## src/rtl/osd_text_reader_if.sv

```systemverilog
// Pixel-clock bus between the timing generator, text RAM, font ROM and the OSD reader.
interface osd_text_reader_if;
    logic        enable_osd;
    logic [11:0] x;
    logic [11:0] y;
    logic        de;
    logic [9:0]  ram_rdaddress;
    logic [7:0]  ram_q;
    logic [9:0]  font_rdaddress;
    logic [7:0]  font_q;
    logic        osd_active;
    logic        osd_pixel;

    modport master (
        input  enable_osd, x, y, de, ram_q, font_q,
        output ram_rdaddress, font_rdaddress, osd_active, osd_pixel
    );

    modport slave (
        output enable_osd, x, y, de, ram_q, font_q,
        input  ram_rdaddress, font_rdaddress, osd_active, osd_pixel
    );
endinterface

```

## src/rtl/osd_text_reader.sv

```systemverilog
// OSD text scan-out: text RAM -> font ROM -> one pixel bit per clock, fixed 5-clock latency.
// Optional inverse video via text byte bit 7 when OSD_INVERSE_EN is defined.
module osd_text_reader #(
    parameter logic [11:0] OSD_X0 = 12'd64,
    parameter logic [11:0] OSD_Y0 = 12'd48,
    parameter int unsigned COLS   = 32,
    parameter int unsigned ROWS   = 24
) (
    input  logic               clk,
    input  logic               reset_n,
    osd_text_reader_if.master  bus
);
    localparam int unsigned WIN_W = COLS * 8;
    localparam int unsigned WIN_H = ROWS * 8;
    localparam int unsigned NSTG  = 4;

    logic [11:0] dx_c, dy_c;
    logic        in_win_c, frame_start_c, pix_c;

    logic                  frame_en_q, frame_en_d;
    logic [9:0]            ram_addr_q, ram_addr_d;
    logic [9:0]            font_addr_q, font_addr_d;
    logic [1:0]            win_q, win_d;
    logic [NSTG-1:0]       act_q, act_d;
    logic [1:0][2:0]       line_q, line_d;
    logic [NSTG-1:0][2:0]  bit_q, bit_d;
    logic                  active_q, active_d;
    logic                  pixel_q, pixel_d;
`ifdef OSD_INVERSE_EN
    logic [1:0]            inv_q, inv_d;
`else
    logic                  unused_c;
    assign unused_c = bus.ram_q[7];
`endif

    // Window decode, frame-start enable sampling and pipeline advance
    always_comb begin
        dx_c          = bus.x - OSD_X0;
        dy_c          = bus.y - OSD_Y0;
        in_win_c      = bus.de && (bus.x >= OSD_X0) && (dx_c < 12'(WIN_W))
                        && (bus.y >= OSD_Y0) && (dy_c < 12'(WIN_H));
        frame_start_c = bus.de && (bus.x == 12'd0) && (bus.y == 12'd0);
        frame_en_d    = frame_start_c ? bus.enable_osd : frame_en_q;

        win_d  = {win_q[0], in_win_c};
        act_d  = {act_q[NSTG-2:0], in_win_c & frame_en_d};
        line_d = {line_q[0], dy_c[2:0]};
        bit_d  = {bit_q[NSTG-2:0], dx_c[2:0]};

        ram_addr_d  = in_win_c ? {dy_c[7:3], dx_c[7:3]} : ram_addr_q;
        font_addr_d = win_q[1] ? {bus.ram_q[6:0], line_q[1]} : font_addr_q;

        pix_c = bus.font_q[3'd7 - bit_q[NSTG-1]];
`ifdef OSD_INVERSE_EN
        inv_d = {inv_q[0], bus.ram_q[7]};
        pix_c = pix_c ^ inv_q[1];
`endif
        active_d = act_q[NSTG-1];
        pixel_d  = act_q[NSTG-1] & pix_c;
    end

    always_ff @(posedge clk or negedge reset_n) begin
        if (!reset_n) begin
            frame_en_q  <= 1'b0;
            ram_addr_q  <= '0;
            font_addr_q <= '0;
            win_q       <= '0;
            act_q       <= '0;
            line_q      <= '0;
            bit_q       <= '0;
            active_q    <= 1'b0;
            pixel_q     <= 1'b0;
`ifdef OSD_INVERSE_EN
            inv_q       <= '0;
`endif
        end else begin
            frame_en_q  <= frame_en_d;
            ram_addr_q  <= ram_addr_d;
            font_addr_q <= font_addr_d;
            win_q       <= win_d;
            act_q       <= act_d;
            line_q      <= line_d;
            bit_q       <= bit_d;
            active_q    <= active_d;
            pixel_q     <= pixel_d;
`ifdef OSD_INVERSE_EN
            inv_q       <= inv_d;
`endif
        end
    end

    assign bus.ram_rdaddress  = ram_addr_q;
    assign bus.font_rdaddress = font_addr_q;
    assign bus.osd_active     = active_q;
    assign bus.osd_pixel      = pixel_q;
endmodule

```

## src/flat_wrapper.sv

```systemverilog
// flat-port wrapper written by rule: the top's interface ports become plain ports
module osd_text_reader_flat 
#(
    parameter logic [11:0] OSD_X0 = 12'd64,
    parameter logic [11:0] OSD_Y0 = 12'd48,
    parameter int unsigned COLS   = 32,
    parameter int unsigned ROWS   = 24
)
  (clk, reset_n, bus_enable_osd, bus_x, bus_y, bus_de, bus_ram_q, bus_font_q, bus_ram_rdaddress, bus_font_rdaddress, bus_osd_active, bus_osd_pixel);
  osd_text_reader_if bus_i ();
  input  logic clk;
  input  logic reset_n;
  input wire logic [$bits(bus_i.enable_osd)-1:0] bus_enable_osd;
  input wire logic [$bits(bus_i.x)-1:0] bus_x;
  input wire logic [$bits(bus_i.y)-1:0] bus_y;
  input wire logic [$bits(bus_i.de)-1:0] bus_de;
  input wire logic [$bits(bus_i.ram_q)-1:0] bus_ram_q;
  input wire logic [$bits(bus_i.font_q)-1:0] bus_font_q;
  output wire logic [$bits(bus_i.ram_rdaddress)-1:0] bus_ram_rdaddress;
  output wire logic [$bits(bus_i.font_rdaddress)-1:0] bus_font_rdaddress;
  output wire logic [$bits(bus_i.osd_active)-1:0] bus_osd_active;
  output wire logic [$bits(bus_i.osd_pixel)-1:0] bus_osd_pixel;
  assign bus_i.enable_osd = bus_enable_osd;
  assign bus_i.x = bus_x;
  assign bus_i.y = bus_y;
  assign bus_i.de = bus_de;
  assign bus_i.ram_q = bus_ram_q;
  assign bus_i.font_q = bus_font_q;
  assign bus_ram_rdaddress = bus_i.ram_rdaddress;
  assign bus_font_rdaddress = bus_i.font_rdaddress;
  assign bus_osd_active = bus_i.osd_active;
  assign bus_osd_pixel = bus_i.osd_pixel;
  osd_text_reader #(.OSD_X0(OSD_X0), .OSD_Y0(OSD_Y0), .COLS(COLS), .ROWS(ROWS)) u_core (.clk(clk), .reset_n(reset_n), .bus(bus_i));
endmodule
```

## config.mk

```make
export PLATFORM = sky130hd
export DESIGN_NAME = osd_text_reader_flat
export DESIGN_NICKNAME = d
export VERILOG_FILES = /design/src/rtl/osd_text_reader_if.sv /design/src/rtl/osd_text_reader.sv /design/src/flat_wrapper.sv
export SDC_FILE = /design/constraint.sdc
export NUM_CORES = 1
export LEC_CHECK = 0
export BUFFER_PORTS_ARGS = -buffer_cell sky130_fd_sc_hd__clkbuf_2
export CORE_MARGIN = 4
export CORE_UTILIZATION = 30
export CTS_BUF_LIST = sky130_fd_sc_hd__clkbuf_8
export CTS_CLUSTER_DIAMETER = 30
export CTS_CLUSTER_SIZE = 12
export DETAILED_ROUTE_END_ITERATION = 8
export PLACE_DENSITY = 0.58
export REMOVE_ABC_BUFFERS = 1
export SYNTH_ARGS = -nofsm -noshare
export SYNTH_HDL_FRONTEND = slang
export SYNTH_SLANG_ARGS = --single-unit
```

## constraint.sdc

```tcl
create_clock -name clk -period 3.16 [get_ports clk]
set_input_delay 0.158 -clock clk [delete_from_list [all_inputs] [get_ports clk]]
set_output_delay 0.158 -clock clk [all_outputs]
set_load 0.02 [all_outputs]
```

After elaboration in Yosys (flattened, before gate mapping)

Index checks and enable logic that the tools add are counted.

Muxes and demuxes: 3
Add/subtract/negate cells: 3
Reduce and logical (&&, ||, !) cells: 8
$lt $le $gt $ge: 5
Bitwise gates (word level): 2

Operators with widths:

| cell                    | count |
|---|---|
| $logic_not A12 Y1       | 2 |
| $ge A12 B6 Y1 const B   | 1 |
| $ge A12 B7 Y1 const B   | 1 |
| $lt A12 B8 Y1 const B   | 1 |
| $lt A12 B9 Y1 const B   | 1 |
| $sub A12 B6 Y12 const B | 1 |
| $sub A12 B7 Y12 const B | 1 |
| $logic_and A1 B1 Y1     | 6 |
| $lt A3 B4 Y1 const B    | 1 |
| $bmux W1 S3             | 1 |
| $sub A3 B3 Y3 const A   | 1 |
| $and A1 B1 Y1           | 2 |
| $mux W1                 | 2 |

Word-level logic and storage cells: 34
Output and inout port bits: 22
Bits of input ports: 44
Register bits: 47

Depth between registers and ports, before layout

Gate-level depths: netlist (run 1).

Word-level depth: 6
Mapped depth: 8
Depth with buffers taken out: 7

Worst setup path after synthesis (run 1)

OpenSTA, ideal clock, no wires.

Path type: input port to flip-flop
Start: in bus_y[4]
End: reg u_core.ram_addr_q[1], in the netlist u_core.bus.ram_rdaddress[1]
Arrival: 1,674 ps
Data required time: 3,035 ps
Stages: 6
Setup time: 125 ps
Buffers on the path: 1
Path slack: 1,361 ps
Cell sequence: ha_1 -> nor4_2 -> a21oi_1 -> nor4b_2 -> buf_6 -> mux2_4

Cells in the longest elaborated chain, start to end: 3
Elaborated cells on any way between the ends: 5
Classes of those cells: add/sub (1); order compare (2); reduce/logical (2)

RTL lines:

| element                                                     | line                                         | RTL |
|---|---|---|
| start: declaration                                          | flat_wrapper.sv:15                           | `input wire logic [$bits(bus_i.y)-1:0] bus_y;` |
| $sub A12 B6 Y12 / $ge A12 B6 Y1 (equally long branches)     | osd_text_reader.sv:39, osd_text_reader.sv:41 |  |
| $lt A12 B8 Y1 / $logic_and A1 B1 Y1 (equally long branches) | osd_text_reader.sv:41                        | `&& (bus.y >= OSD_Y0) && (dy_c < 12'(WIN_H));` |
| $logic_and A1 B1 Y1 (*)                                     | osd_text_reader.sv:41                        |  |
| via u_core.in_win_c                                         | osd_text_reader.sv:18                        | `logic in_win_c, frame_start_c, pix_c;` |
| end signal: assignment                                      | osd_text_reader.sv:78                        | `ram_addr_q <= ram_addr_d;` |
| end: declaration                                            | osd_text_reader.sv:21                        | `logic [9:0] ram_addr_q, ram_addr_d;` |

Mark *: on every way through the listed nets, which the timed path passes. The rest lies on a longest branch.
A chain may end at the register's enable or synchronous reset.

Worst setup path in the final report (run 1)

Start: in bus_y[4]
End: reg u_core.ram_addr_q[1], in the netlist u_core.bus.ram_rdaddress[1]

Cells in the longest elaborated chain, start to end: 3
Elaborated cells on any way between the ends: 5
Classes of those cells: add/sub (1); order compare (2); reduce/logical (2)

RTL lines:

| element                                                     | line |
|---|---|
| $sub A12 B6 Y12 / $ge A12 B6 Y1 (equally long branches)     | osd_text_reader.sv:39, osd_text_reader.sv:41 |
| $lt A12 B8 Y1 / $logic_and A1 B1 Y1 (equally long branches) | osd_text_reader.sv:41 |
| $logic_and A1 B1 Y1 (*)                                     | osd_text_reader.sv:41 |

Every way passes the cells marked *; elsewhere a longest branch is shown, timed or not.

==> results of run 1 <==
[power by group]
part	switching, W	leakage (nW)	total (W)	internal, W
Combinational	0.0000654	0.556	0.000125	0.0000601
Clock	0.000178	0.0505	0.000326	0.000149
Sequential	0.0000105	0.607	0.000636	0.000625
[cells in the mapped netlist (all sizes together)]
library cell,instances,area share [%]
o21ai,1,0.28
nand4,2,0.69
nand3,2,0.55
inv,5,1.0
dfrtp,47,65
nand2,1,0.21
xor2,2,0.97
nor2b,1,0.35
o311a,1,0.55
nor3,2,0.55
a2111oi,1,0.83
a31oi,1,0.35
a21oi,3,0.83
nor2,2,0.41
nor4b,3,1.8
mux2,20,14
buf,3,1.7
and2,1,0.35
mux4,2,2.5
mux2i,2,1.1
ha,4,2.8
xnor2,2,0.97
nor4,5,2.4
clkbuf,1,0.21
[metrics by stage]
| stage | area [um^2] | hold WS, ns |
|---|---|---|
| 6_report | 2360 | 0.0985 |
| 5_1_grt | 2360 | 0.0935 |
| 4_1_cts | 2360 | 0.0891 |
| 3_5_place_dp | 2210 | 0.281 |
| 3_3_place_gp | 2210 | 0.286 |
| 2_1_floorplan | 1780 | -0.138 |
[timing repair]
item                                   in CTS  in global routing
endpoints found under the hold margin      53                  0
gates resized for setup                     0                  0
hold buffers                                7                  0
[sequential cells by signal, summed over array words and instances, names as in the netlist]
register	count
u_core.bus.font_rdaddress	10
u_core.bus.ram_rdaddress	10
u_core.bit_d	9
u_core.act_q	4
u_core.bit_q	3
u_core.line_d	3
u_core.line_q	3
u_core.win_q	2
u_core.bus.osd_active	1
u_core.bus.osd_pixel	1
u_core.frame_en_q	1
[layer usage]
metal	vias to the layer above	global-route usage, %	share of wire (%)
met5	-	0	0
met4	0	2.16	0.67
met3	3	4.13	11
met2	61	14.7	40
met1	545	12.7	48
li1	553	-	-
[worst paths after layout]
check                                  from                           end  slack, ns  cells past startpoint
min reg2reg                u_core.line_d[3]              u_core.line_q[3]       0.35                      0
min                            bus_ram_q[3]  u_core.bus.font_rdaddress[6]        0.1                      2
max reg2reg                 u_core.bit_q[9]          u_core.bus.osd_pixel       1.94                      3
max                                bus_y[4]   u_core.bus.ram_rdaddress[1]       1.18                      7
min in group asynchronous           reset_n  u_core.bus.font_rdaddress[8]       0.49                      3
max in group asynchronous           reset_n   u_core.bus.ram_rdaddress[3]       2.30                      3
[cell families after synthesis]
| kind of cell | after synthesis |
|---|---|
| buffers and inverters | 9 |
| AND/OR/NAND/NOR | 19 |
| XOR/XNOR | 4 |
| multiplexers | 24 |
| adder cells (fa/ha/maj) | 4 |
| AO/OA/AOI/OAI | 7 |
| flip-flops | 47 |
[cell type report]
| type | instances | area share (%) |
|---|---|---|
| repair buffers | 73 | 17.2 |
| clock inverters | 3 | 0.530 |
| well taps | 75 | 3.97 |
| clock buffers | 5 | 2.91 |
| flip-flops and latches | 47 | 49.8 |
| multi-input cells | 58 | 24.8 |
| inverters | 5 | 0.795 |
[worst max-delay path, stage by stage]
cell and delay, ns:
sky130_fd_sc_hd__clkbuf_2 0.12, sky130_fd_sc_hd__ha_1 0.28, sky130_fd_sc_hd__nor4_2 0.28, sky130_fd_sc_hd__a21oi_1 0.12, sky130_fd_sc_hd__nor4b_2 0.57, sky130_fd_sc_hd__buf_4 0.30
sky130_fd_sc_hd__mux2_4 0.31
==> Flow_metrics.wiki, run 1 <==
{| class="wikitable"
! Metric !! Value
|-
| Transition at the pin with the smallest max-transition slack || 0.582 ns
|-
| Vias in the first global route || between 1000 and 1500
|-
| Average detailed-routed wire length per instance || approximately 12 um
|-
| Pin count of the biggest net entering global routing || 48
|-
| Cell area after synthesis || 1810 um^2
|-
| Count of buffers from port buffering || 64
|-
| CTS tree || done
|-
| Worst path arrival time || 2.15 ns
|-
| Worst-case setup margin in the final layout || ~1.2 ns
|-
| Root buffer selected by CTS || sky130_fd_sc_hd__clkbuf_8
|-
| Worst IR Drop VDD || approximately 170 uV
|-
| Source-to-sink clock delay at the later pin of the worst-skew pair || 0.29 ns
|-
| Top achievable clock speed || slightly above 500 MHz
|-
| Initial DRC Count || 27
|-
| Multiplexer share of the synthesized area || 17.4%
|-
| Clk pin slew, worst setup/hold paths || roughly 0.08 ns
|-
| Antenna violations before repair || 0
|-
| Clock period minus final worst setup slack || approximately 2 ns
|-
| Worst-case setup slack after placement || slightly above 0.8 ns
|-
| Final setup viols || 0
|-
| Fraction of the yosys area taken by sequential cells || about two thirds
|-
| TritonCTS Buffers || 5
|-
| Vias after detailed routing || 1162
|-
| CP Data Required Time || 3.34 ns
|-
| TritonRoute pass-1 iters || 2
|-
| Run status || completed
|-
| Pleak || between 1 and 1.5 nW
|-
| Maximum count of clock buffers along a single path || 2
|-
| Ports placed on the boundary || 66
|-
| Buffers inserted during post-CTS setup optimization || 0
|-
| Area occupied by multi-input gates || 586 um^2
|-
| Most common cell after layout, fill and taps aside || sky130_fd_sc_hd__clkbuf_2
|-
| Sort of element at the start of the critical path || input pin
|-
| Most frequent cells in the layout || 64 x sky130_fd_sc_hd__clkbuf_2, 47 x sky130_fd_sc_hd__dfrtp_1, 12 x sky130_fd_sc_hd__mux2_2
|-
| Simple-gate area share of the yosys netlist || roughly 7.3%
|-
| Worst-case headroom to the max-slew limit || around three fifths
|-
| CP Class || input pin to flip-flop
|-
| Main combinational cell family by area after synthesis || multiplexers
|-
| PwrDens || around 460 nW/um^2
|-
| Critical Path Fanout Max || 8
|-
| Syn. warnings || 0
|-
| Setup repair after global routing missed its margin || no
|-
| Seq cells post-synth || 47
|-
| Share of the cycle needed by the critical path after routing || a little over three fifths
|-
| Final net count || 238
|-
| Total power of the final layout || about 0.0011 W
|-
| GR Overflow Total || 0
|-
| Total count of hold-check failures in the final report || 0
|-
| Chip width || 85.8 um
|-
| Max-cap violations || 0
|-
| Synthesized instance count || about 110
|-
| Relative area change from synthesis to final layout || 30.1%
|-
| FF+latch area || 1180 um^2
|-
| Number of remaining DRC errors || 0
|-
| Count of final max-slew check failures || 0
|-
| Row count || 28
|-
| Global router's overall resource usage || between 9 and 10%
|-
| Sink Count || 47
|-
| Total negative slack for setup checks || 0 ns
|-
| Number of antenna cells inserted || 0
|-
| Crit end category || flip-flop
|-
| Hold crit path type || input pin to flip-flop
|-
| Initial core utilization || 30.8%
|-
| Total wire length after detailed routing || 3.30 mm
|-
| Distinct cell type count of the synthesized netlist || 29
|-
| Core utilization of the finished layout || 40.1%
|-
| DPL Wire Length || between 2 and 3 mm
|-
| Number of fill cells in the layout || roughly 570
|-
| Layout cell share with drive strength beyond 1 || around 51%
|-
| Routed vias/inst || about 4.4
|-
| Antenna-violating nets left || 0
|-
| Total core area || 5890 um^2
|-
| Number of H-tree levels || 2
|-
| Die H || between 80 and 90 um
|-
| Compound-cell area share of the yosys netlist || 2.83%
|-
| Post-synthesis adder-cell area fraction || 2.76%
|-
| Final weighted congestion in routability-driven placement || approximately 0.78
|-
| Fin cells || approximately 270
|-
| Synth Area per Inst || around 16 um^2
|-
| Cell count after placement || approximately 250
|-
| First-pass GRT wire length || 5.66 mm
|-
| Xor/xnor cell area share of the yosys netlist || 1.93%
|-
| Max Clock Skew || 0.00503 ns
|-
| DIE AREA || ~7400 um^2
|}
Power figures use the tool's default switching activity.
==> run 2: changes to the inputs <==
==> constraint.sdc (replaced) <==
create_clock -name clk -period 2 [get_ports clk]
set_input_delay 0.1 -clock clk [delete_from_list [all_inputs] [get_ports clk]]
set_output_delay 0.1 -clock clk [all_outputs]
set_load 0.02 [all_outputs]
==> run 2 against run 1 <==
Effect of this change: first-iteration DRC count decreased by 15%; design area up 1.7%; die area is the same; worst hold slack worse by 0.055 ns; global-route usage increased by 0.45 points; critical path depth unchanged; via count rose by 3.2%; combinational power rose by 62%; critical endpoint is now u_core.act_q[0]; highest routed layer unchanged.
==> Flow_metrics.wiki, run 2 (synthesis results as in run 1) <==
{| class="wikitable"
! Metric !! Value
|-
| Run status || completed
|-
| Max Clock Skew || ~0.0048 ns
|-
| Row count || 28
|-
| Average detailed-routed wire length per instance || between 10 and 15 um
|-
| Total power of the final layout || around 0.0018 W
|-
| Pleak || between 1 and 1.5 nW
|-
| Root buffer selected by CTS || sky130_fd_sc_hd__clkbuf_8
|-
| Share of the cycle needed by the critical path after routing || between 80% and 90%
|-
| DPL Wire Length || approximately 2.7 mm
|-
| Critical Path Start || bus_x[1]
|-
| Hold Startpoint || bus_ram_q[5]
|-
| Clk pin slew, worst setup/hold paths || ~0.080 ns
|-
| Pin count of the biggest net entering global routing || 30
|-
| GR Overflow Total || 0
|-
| Most common cell after layout, fill and taps aside || sky130_fd_sc_hd__clkbuf_2
|-
| Critical Path Fanout Max || 2
|-
| Maximum count of clock buffers along a single path || 2
|-
| Number of remaining DRC errors || 0
|-
| Area occupied by multi-input gates || around 590 um^2
|-
| Setup repair after global routing missed its margin || no
|-
| PwrDens || 749 nW/um^2
|-
| CP cell instances || dlygate4sd3_1, clkbuf_2, nor4_1, nand4_1, nor2_1, mux2_2, and2_1
|-
| Number of cell instances on the worst register-to-register path || 3
|-
| Routed vias/inst || roughly 4.5
|-
| DIE AREA || roughly 7400 um^2
|-
| Resized cells post-CTS || 0
|-
| Worst-case headroom to the max-slew limit || ~55%
|-
| Global router's overall resource usage || 10.1%
|-
| Endpoint of the worst-slack reg-to-reg timing path || u_core.bus.osd_pixel
|-
| Total core area || 5890 um^2
|-
| Library cell contributing the largest single delay on the critical path || sky130_fd_sc_hd__dlygate4sd3_1
|-
| Grt peak-use layer || met2
|-
| Final setup viols || 0
|-
| Vias in the first global route || between 1000 and 1500
|-
| Total count of hold-check failures in the final report || 0
|-
| Antenna violations before repair || 0
|-
| Worst path arrival time || roughly 1.9 ns
|-
| Total negative slack for setup checks || 0 ns
|-
| Clock period minus final worst setup slack || 1.68 ns
|-
| Total wire length after detailed routing || about 3.4 mm
|-
| GR Layer Usage met1 || 13.5%
|-
| Met2 Use GR || roughly 15%
|-
| Sink Count || between 40 and 50
|-
| Relative area change from synthesis to final layout || 32.4%
|-
| Antenna-violating nets left || 0
|-
| Source-to-sink clock delay at the later pin of the worst-skew pair || ~0.28 ns
|-
| Most frequent cells in the layout || 64 x sky130_fd_sc_hd__clkbuf_2, 47 x sky130_fd_sc_hd__dfrtp_1, 12 x sky130_fd_sc_hd__mux2_2
|-
| Number of H-tree levels || 2
|-
| Initial core utilization || a little under a third
|-
| Worst IR Drop VDD || 258 uV
|-
| TritonRoute pass-1 iters || 4
|-
| Crit end category || flip-flop
|-
| Sort of element at the start of the critical path || input pin
|-
| Top achievable clock speed || between 500 and 600 MHz
|-
| Count of buffers from port buffering || 64
|-
| CP top delay family || simple AND/OR/NAND/NOR gates
|-
| Count of buffering cells on the critical path with inverters included || 2
|-
| TritonCTS Buffers || 5
|-
| Worst R2R Start || u_core.bit_q[9]
|-
| Layout cell share with drive strength beyond 1 || between 50% and 60%
|-
| First-pass GRT wire length || 5.91 mm
|-
| Max-cap violations || 0
|-
| FF+latch area || ~1200 um^2
|-
| Number of fill cells in the layout || about 580
|-
| Final weighted congestion in routability-driven placement || between 0.7 and 0.8
|-
| Transition at the pin with the smallest max-transition slack || 0.673 ns
|-
| Die H || about 86 um
|-
| Ports placed on the boundary || 66
|-
| CTS tree || done
|-
| Setup slack of the worst register-to-register path || around 0.77 ns
|-
| Max stage delay on crit path || about 0.54 ns
|-
| Crit path to || u_core.act_q[0]
|-
| Hold crit path type || input pin to flip-flop
|-
| Initial DRC Count || 23
|-
| Chip width || between 80 and 90 um
|-
| CP Data Required Time || ~2.2 ns
|-
| GRT met3 Usage || under 10%
|-
| Number of antenna cells inserted || 0
|-
| CP Class || input pin to flip-flop
|-
| Number of stages on the worst setup path || 7
|-
| Vias after detailed routing || ~1200
|-
| Count of final max-slew check failures || 0
|-
| Final net count || 241
|}
-- run 2: cell types whose count changed in the layout (fill, tap and decap cells not counted) --
cell	before	now
sky130_fd_sc_hd__clkbuf_8	5	7
sky130_fd_sc_hd__inv_1	7	6
sky130_fd_sc_hd__clkinv_2	1	0
sky130_fd_sc_hd__buf_4	2	5
-- run 2: power breakdown --
part / internal, W / switching (W)
Combinational: 0.0000972 / 0.000105
Sequential: 0.000988 / 0.0000168
Clock: 0.000310 / 0.000282
Total: 0.00140 / 0.000404
-- run 2: layer usage --
layer | part of all wire (%) | wire [um]
met1 | 44 | 1490
met5 | 0 | 0
met2 | 44 | 1490
met3 | 12 | 402
met4 | 0.56 | 19
-- run 2: worst min path at each step --
stage               cells past startpoint                            to  slack (ns)
detailed placement                      1              u_core.bit_q[11]        0.18
finish                                  2  u_core.bus.font_rdaddress[8]        0.04
global placement                        1  u_core.bus.font_rdaddress[4]        0.17
global route                            2  u_core.bus.font_rdaddress[9]        0.03
CTS                                     2  u_core.bus.font_rdaddress[6]        0.03
floorplan                               0               u_core.act_q[0]       -0.20
-- run 2: cell type report --
class                           count  area share, %
Clock buffer                        7           4.01
Clock inverter                      1          0.156
Inverter                            5          0.781
Multi-Input combinational cell     58           24.4
Sequential cell                    47           49.0
Tap cell                           75           3.91
Timing Repair Buffer               76           17.8
-- run 2: through the flow --
| step | area (um^2) | hold slack, ns | cells | util [%] | worst slack [ns] |
|---|---|---|---|---|---|
| after floorplan | 1780 | -0.196 | 110 | - | -0.285 |
| after global placement | 2230 | 0.171 | 254 | 37.9 | 0.154 |
| after detailed placement | 2230 | 0.178 | 254 | 37.9 | 0.0997 |
| after CTS | 2400 | 0.0306 | 269 | 40.8 | 0.275 |
| after global routing | 2400 | 0.0257 | 269 | 40.8 | 0.225 |
| final | 2400 | 0.0438 | 269 | 40.8 | 0.318 |
-- run 2: timing repair --
action,4_1_cts,5_1_grt
setup buffers,0,0
endpoints found under the hold margin,33,0
setup endpoints to repair,0,0
hold buffers,7,0
-- run 2: worst register-to-register path, cell delays in order, from the launching register on --
cell and delay (ns):
sky130_fd_sc_hd__dfrtp_1 0.40, sky130_fd_sc_hd__mux4_2 0.52, sky130_fd_sc_hd__mux2i_1 0.15, sky130_fd_sc_hd__nor2b_1 0.06
==> run 3: changes to the inputs <==
--- a/config.mk
+++ b/config.mk
@@ -12,7 +12,7 @@
 export CTS_CLUSTER_DIAMETER = 30
 export CTS_CLUSTER_SIZE = 12
 export DETAILED_ROUTE_END_ITERATION = 8
-export PLACE_DENSITY = 0.58
+export PLACE_DENSITY = 0.6
 export REMOVE_ABC_BUFFERS = 1
 export SYNTH_ARGS = -nofsm -noshare
 export SYNTH_HDL_FRONTEND = slang
==> constraint.sdc (replaced) <==
create_clock -name clk -period 1.45 [get_ports clk]
set_input_delay 0.0725 -clock clk [delete_from_list [all_inputs] [get_ports clk]]
set_output_delay 0.0725 -clock clk [all_outputs]
set_load 0.02 [all_outputs]
==> run 3 against run 2 <==
Effect of this change: combinational power up 73%; global-route usage up 0.30 points; core utilization up 4.3 points; critical path depth up 1; sequential share of layout area down 4.7 points; register-to-register slack worse by 0.56 ns; setup slack worse by 0.27 ns; wire length up 10%; worst hold slack worse by 0.024 ns; sequential power up 39%; critical path type unchanged; critical endpoint is now u_core.bus.ram_rdaddress[0].
==> Flow_metrics.wiki, run 3 (synthesis results as in run 1) <==
{| class="wikitable"
! Metric !! Value
|-
| Run status || completed
|-
| Worst IR Drop VDD || 430 uV
|-
| Worst hold margin || 0.0203 ns
|-
| Total power of the final layout || 0.00249 W
|-
| Count of final max-slew check failures || 0
|-
| CP Class || input pin to flip-flop
|-
| Antenna-violating nets left || 0
|-
| Count of buffers from port buffering || 64
|-
| DIE AREA || 7360 um^2
|-
| Max-cap violations || 0
|-
| Routed vias/inst || 4.42
|-
| Worst R2R Start || u_core.bit_q[9]
|-
| Cell count after placement || 272
|-
| CP Data Required Time || ~1.6 ns
|-
| Sort of element at the start of the critical path || input pin
|-
| Count of buffering cells on the critical path with inverters included || 3
|-
| Number of cell instances on the worst register-to-register path || 3
|-
| Setup slack of the worst register-to-register path || ~0.21 ns
|-
| Hold path endpoint || u_core.bus.font_rdaddress[8]
|-
| Chip width || about 86 um
|-
| Hold Startpoint || bus_ram_q[5]
|-
| CP top delay family || buffers and inverters
|-
| Relative area change from synthesis to final layout || 46.3%
|-
| Most frequent cells in the layout || 61 x sky130_fd_sc_hd__clkbuf_2, 47 x sky130_fd_sc_hd__dfrtp_1, 21 x sky130_fd_sc_hd__buf_4
|-
| PwrDens || between 900 and 1000 nW/um^2
|-
| Transition at the pin with the smallest max-transition slack || about 0.56 ns
|-
| Number of remaining DRC errors || 0
|-
| Sink Count || 47
|-
| Total wire length after detailed routing || between 3 and 4 mm
|-
| Total negative slack for setup checks || 0 ns
|-
| Total count of hold-check failures in the final report || 0
|-
| Ports placed on the boundary || 66
|-
| Hold crit path type || input pin to flip-flop
|-
| DPL Wire Length || 2.87 mm
|-
| CTS tree || done
|-
| Initial core utilization || 30.8%
|-
| Source-to-sink clock delay at the later pin of the worst-skew pair || just under 0.3 ns
|-
| Vias in the first global route || about 1300
|-
| Most common cell after layout, fill and taps aside || sky130_fd_sc_hd__clkbuf_2
|-
| TritonRoute pass-1 iters || 4
|-
| Number of antenna cells inserted || 0
|-
| Antenna violations before repair || 0
|-
| Total core area || 5890 um^2
|-
| Pin count of the biggest net entering global routing || 48
|-
| Crit end category || flip-flop
|-
| Initial DRC Count || 18
|-
| TritonCTS Buffers || 5
|-
| Worst-case setup slack after placement || -0.344 ns
|-
| Global router's overall resource usage || between 10% and 20%
|-
| Row count || 28
|-
| Number of stages on the worst hold path || 2
|-
| Average detailed-routed wire length per instance || between 10 and 15 um
|-
| GR Overflow Total || 0
|-
| CP cell instances || buf_2, buf_6, a31oi_4, o311a_1, a21oi_2, nor4b_4, buf_4, mux2_2
|-
| Root buffer selected by CTS || sky130_fd_sc_hd__clkbuf_8
|-
| Top achievable clock speed || between 700 and 800 MHz
|-
| Critical Path Fanout Max || 4
|-
| Number of H-tree levels || 2
|-
| Buffers inserted during post-CTS setup optimization || 0
|-
| Pleak || 1.34 nW
|-
| Vias after detailed routing || between 1000 and 1500
|-
| Layout cell share with drive strength beyond 1 || 61.6%
|-
| Final weighted congestion in routability-driven placement || around 0.88
|-
| Worst-case headroom to the max-slew limit || between 60% and 70%
|-
| Endpoint of the worst-slack reg-to-reg timing path || u_core.bus.osd_pixel
|-
| Clock period minus final worst setup slack || about 1.4 ns
|-
| Worst-case setup margin in the final layout || 0.0524 ns
|-
| Worst path arrival time || 1.58 ns
|-
| First-pass GRT wire length || just under 6 mm
|-
| Number of stages on the worst setup path || 8
|-
| Die H || 85.8 um
|-
| Maximum count of clock buffers along a single path || 2
|-
| Fin cells || about 290
|-
| Final setup viols || 0
|-
| Final net count || 259
|-
| Max Clock Skew || ~0.0094 ns
|-
| Clk pin slew, worst setup/hold paths || approximately 0.080 ns
|-
| Max stage delay on crit path || 0.34 ns
|-
| Share of the cycle needed by the critical path after routing || between 90 and 100%
|-
| Library cell contributing the largest single delay on the critical path || sky130_fd_sc_hd__nor4b_4
|}
run 3: cell count changes in the layout (fill, tap and decap cells not counted), sizes merged:
cell    change
buf        +21
clkbuf      -4
clkinv      +1
inv         -1
run 3: report_power, final:
part / internal, W / switching [W]
combinational: 0.000178 / 0.000171
clock: 0.000374 / 0.000379
sequential: 0.00136 / 0.0000240
total: 0.00191 / 0.000574
run 3: repair_timing:
| action | 4_1_cts | 5_1_grt |
|---|---|---|
| endpoints found under the hold margin | 53 | 0 |
| endpoints found under the setup margin | 9 | 9 |
| gates resized for setup | 1 | 22 |
| pin swaps | 1 | 9 |
| hold buffers | 7 | 0 |
run 3: worst max path at each step:
stage	startpoint	end	slack (ns)
2_1_floorplan	bus_y[4]	u_core.bus.ram_rdaddress[0]	-0.81
3_3_place_gp	bus_y[4]	u_core.bus.ram_rdaddress[0]	-0.32
3_5_place_dp	bus_y[4]	u_core.bus.ram_rdaddress[9]	-0.34
4_1_cts	bus_y[4]	u_core.bus.ram_rdaddress[9]	0.003
5_1_grt	bus_x[10]	u_core.bus.ram_rdaddress[1]	-0.03
6_report	bus_y[4]	u_core.bus.ram_rdaddress[0]	0.05
run 3: routing by layer:
metal	part of all wire [%]	GRT usage [%]	routed length, um
met5	0	0	0
met4	0.43	3.45	16
met3	9.5	3.75	355
met2	47	16.7	1770
met1	43	12.9	1610
run 3: through the flow:
step / utilization [%] / area [um^2]
after global placement: 40.4 / 2380
after detailed placement: 40.4 / 2380
after CTS: 43.1 / 2540
after global routing: 45.1 / 2660
after floorplan: - / 1780
final: 45.1 / 2660
run 3: worst register-to-register path, stage by stage (launching register included):
cell,delay (ns)
sky130_fd_sc_hd__dfrtp_1,0.39
sky130_fd_sc_hd__mux4_2,0.51
sky130_fd_sc_hd__mux2i_1,0.17
sky130_fd_sc_hd__nor2b_1,0.06
run 3: final cells by class:
type / instances / area, um^2
multi-input cells: 58 / 696
clock buffers: 6 / 82.6
inverters: 5 / 18.8
well taps: 75 / 93.8
fillers: 552 / 3230
flip-flops and latches: 47 / 1180
clock inverters: 1 / 5.00
repair buffers: 94 / 583
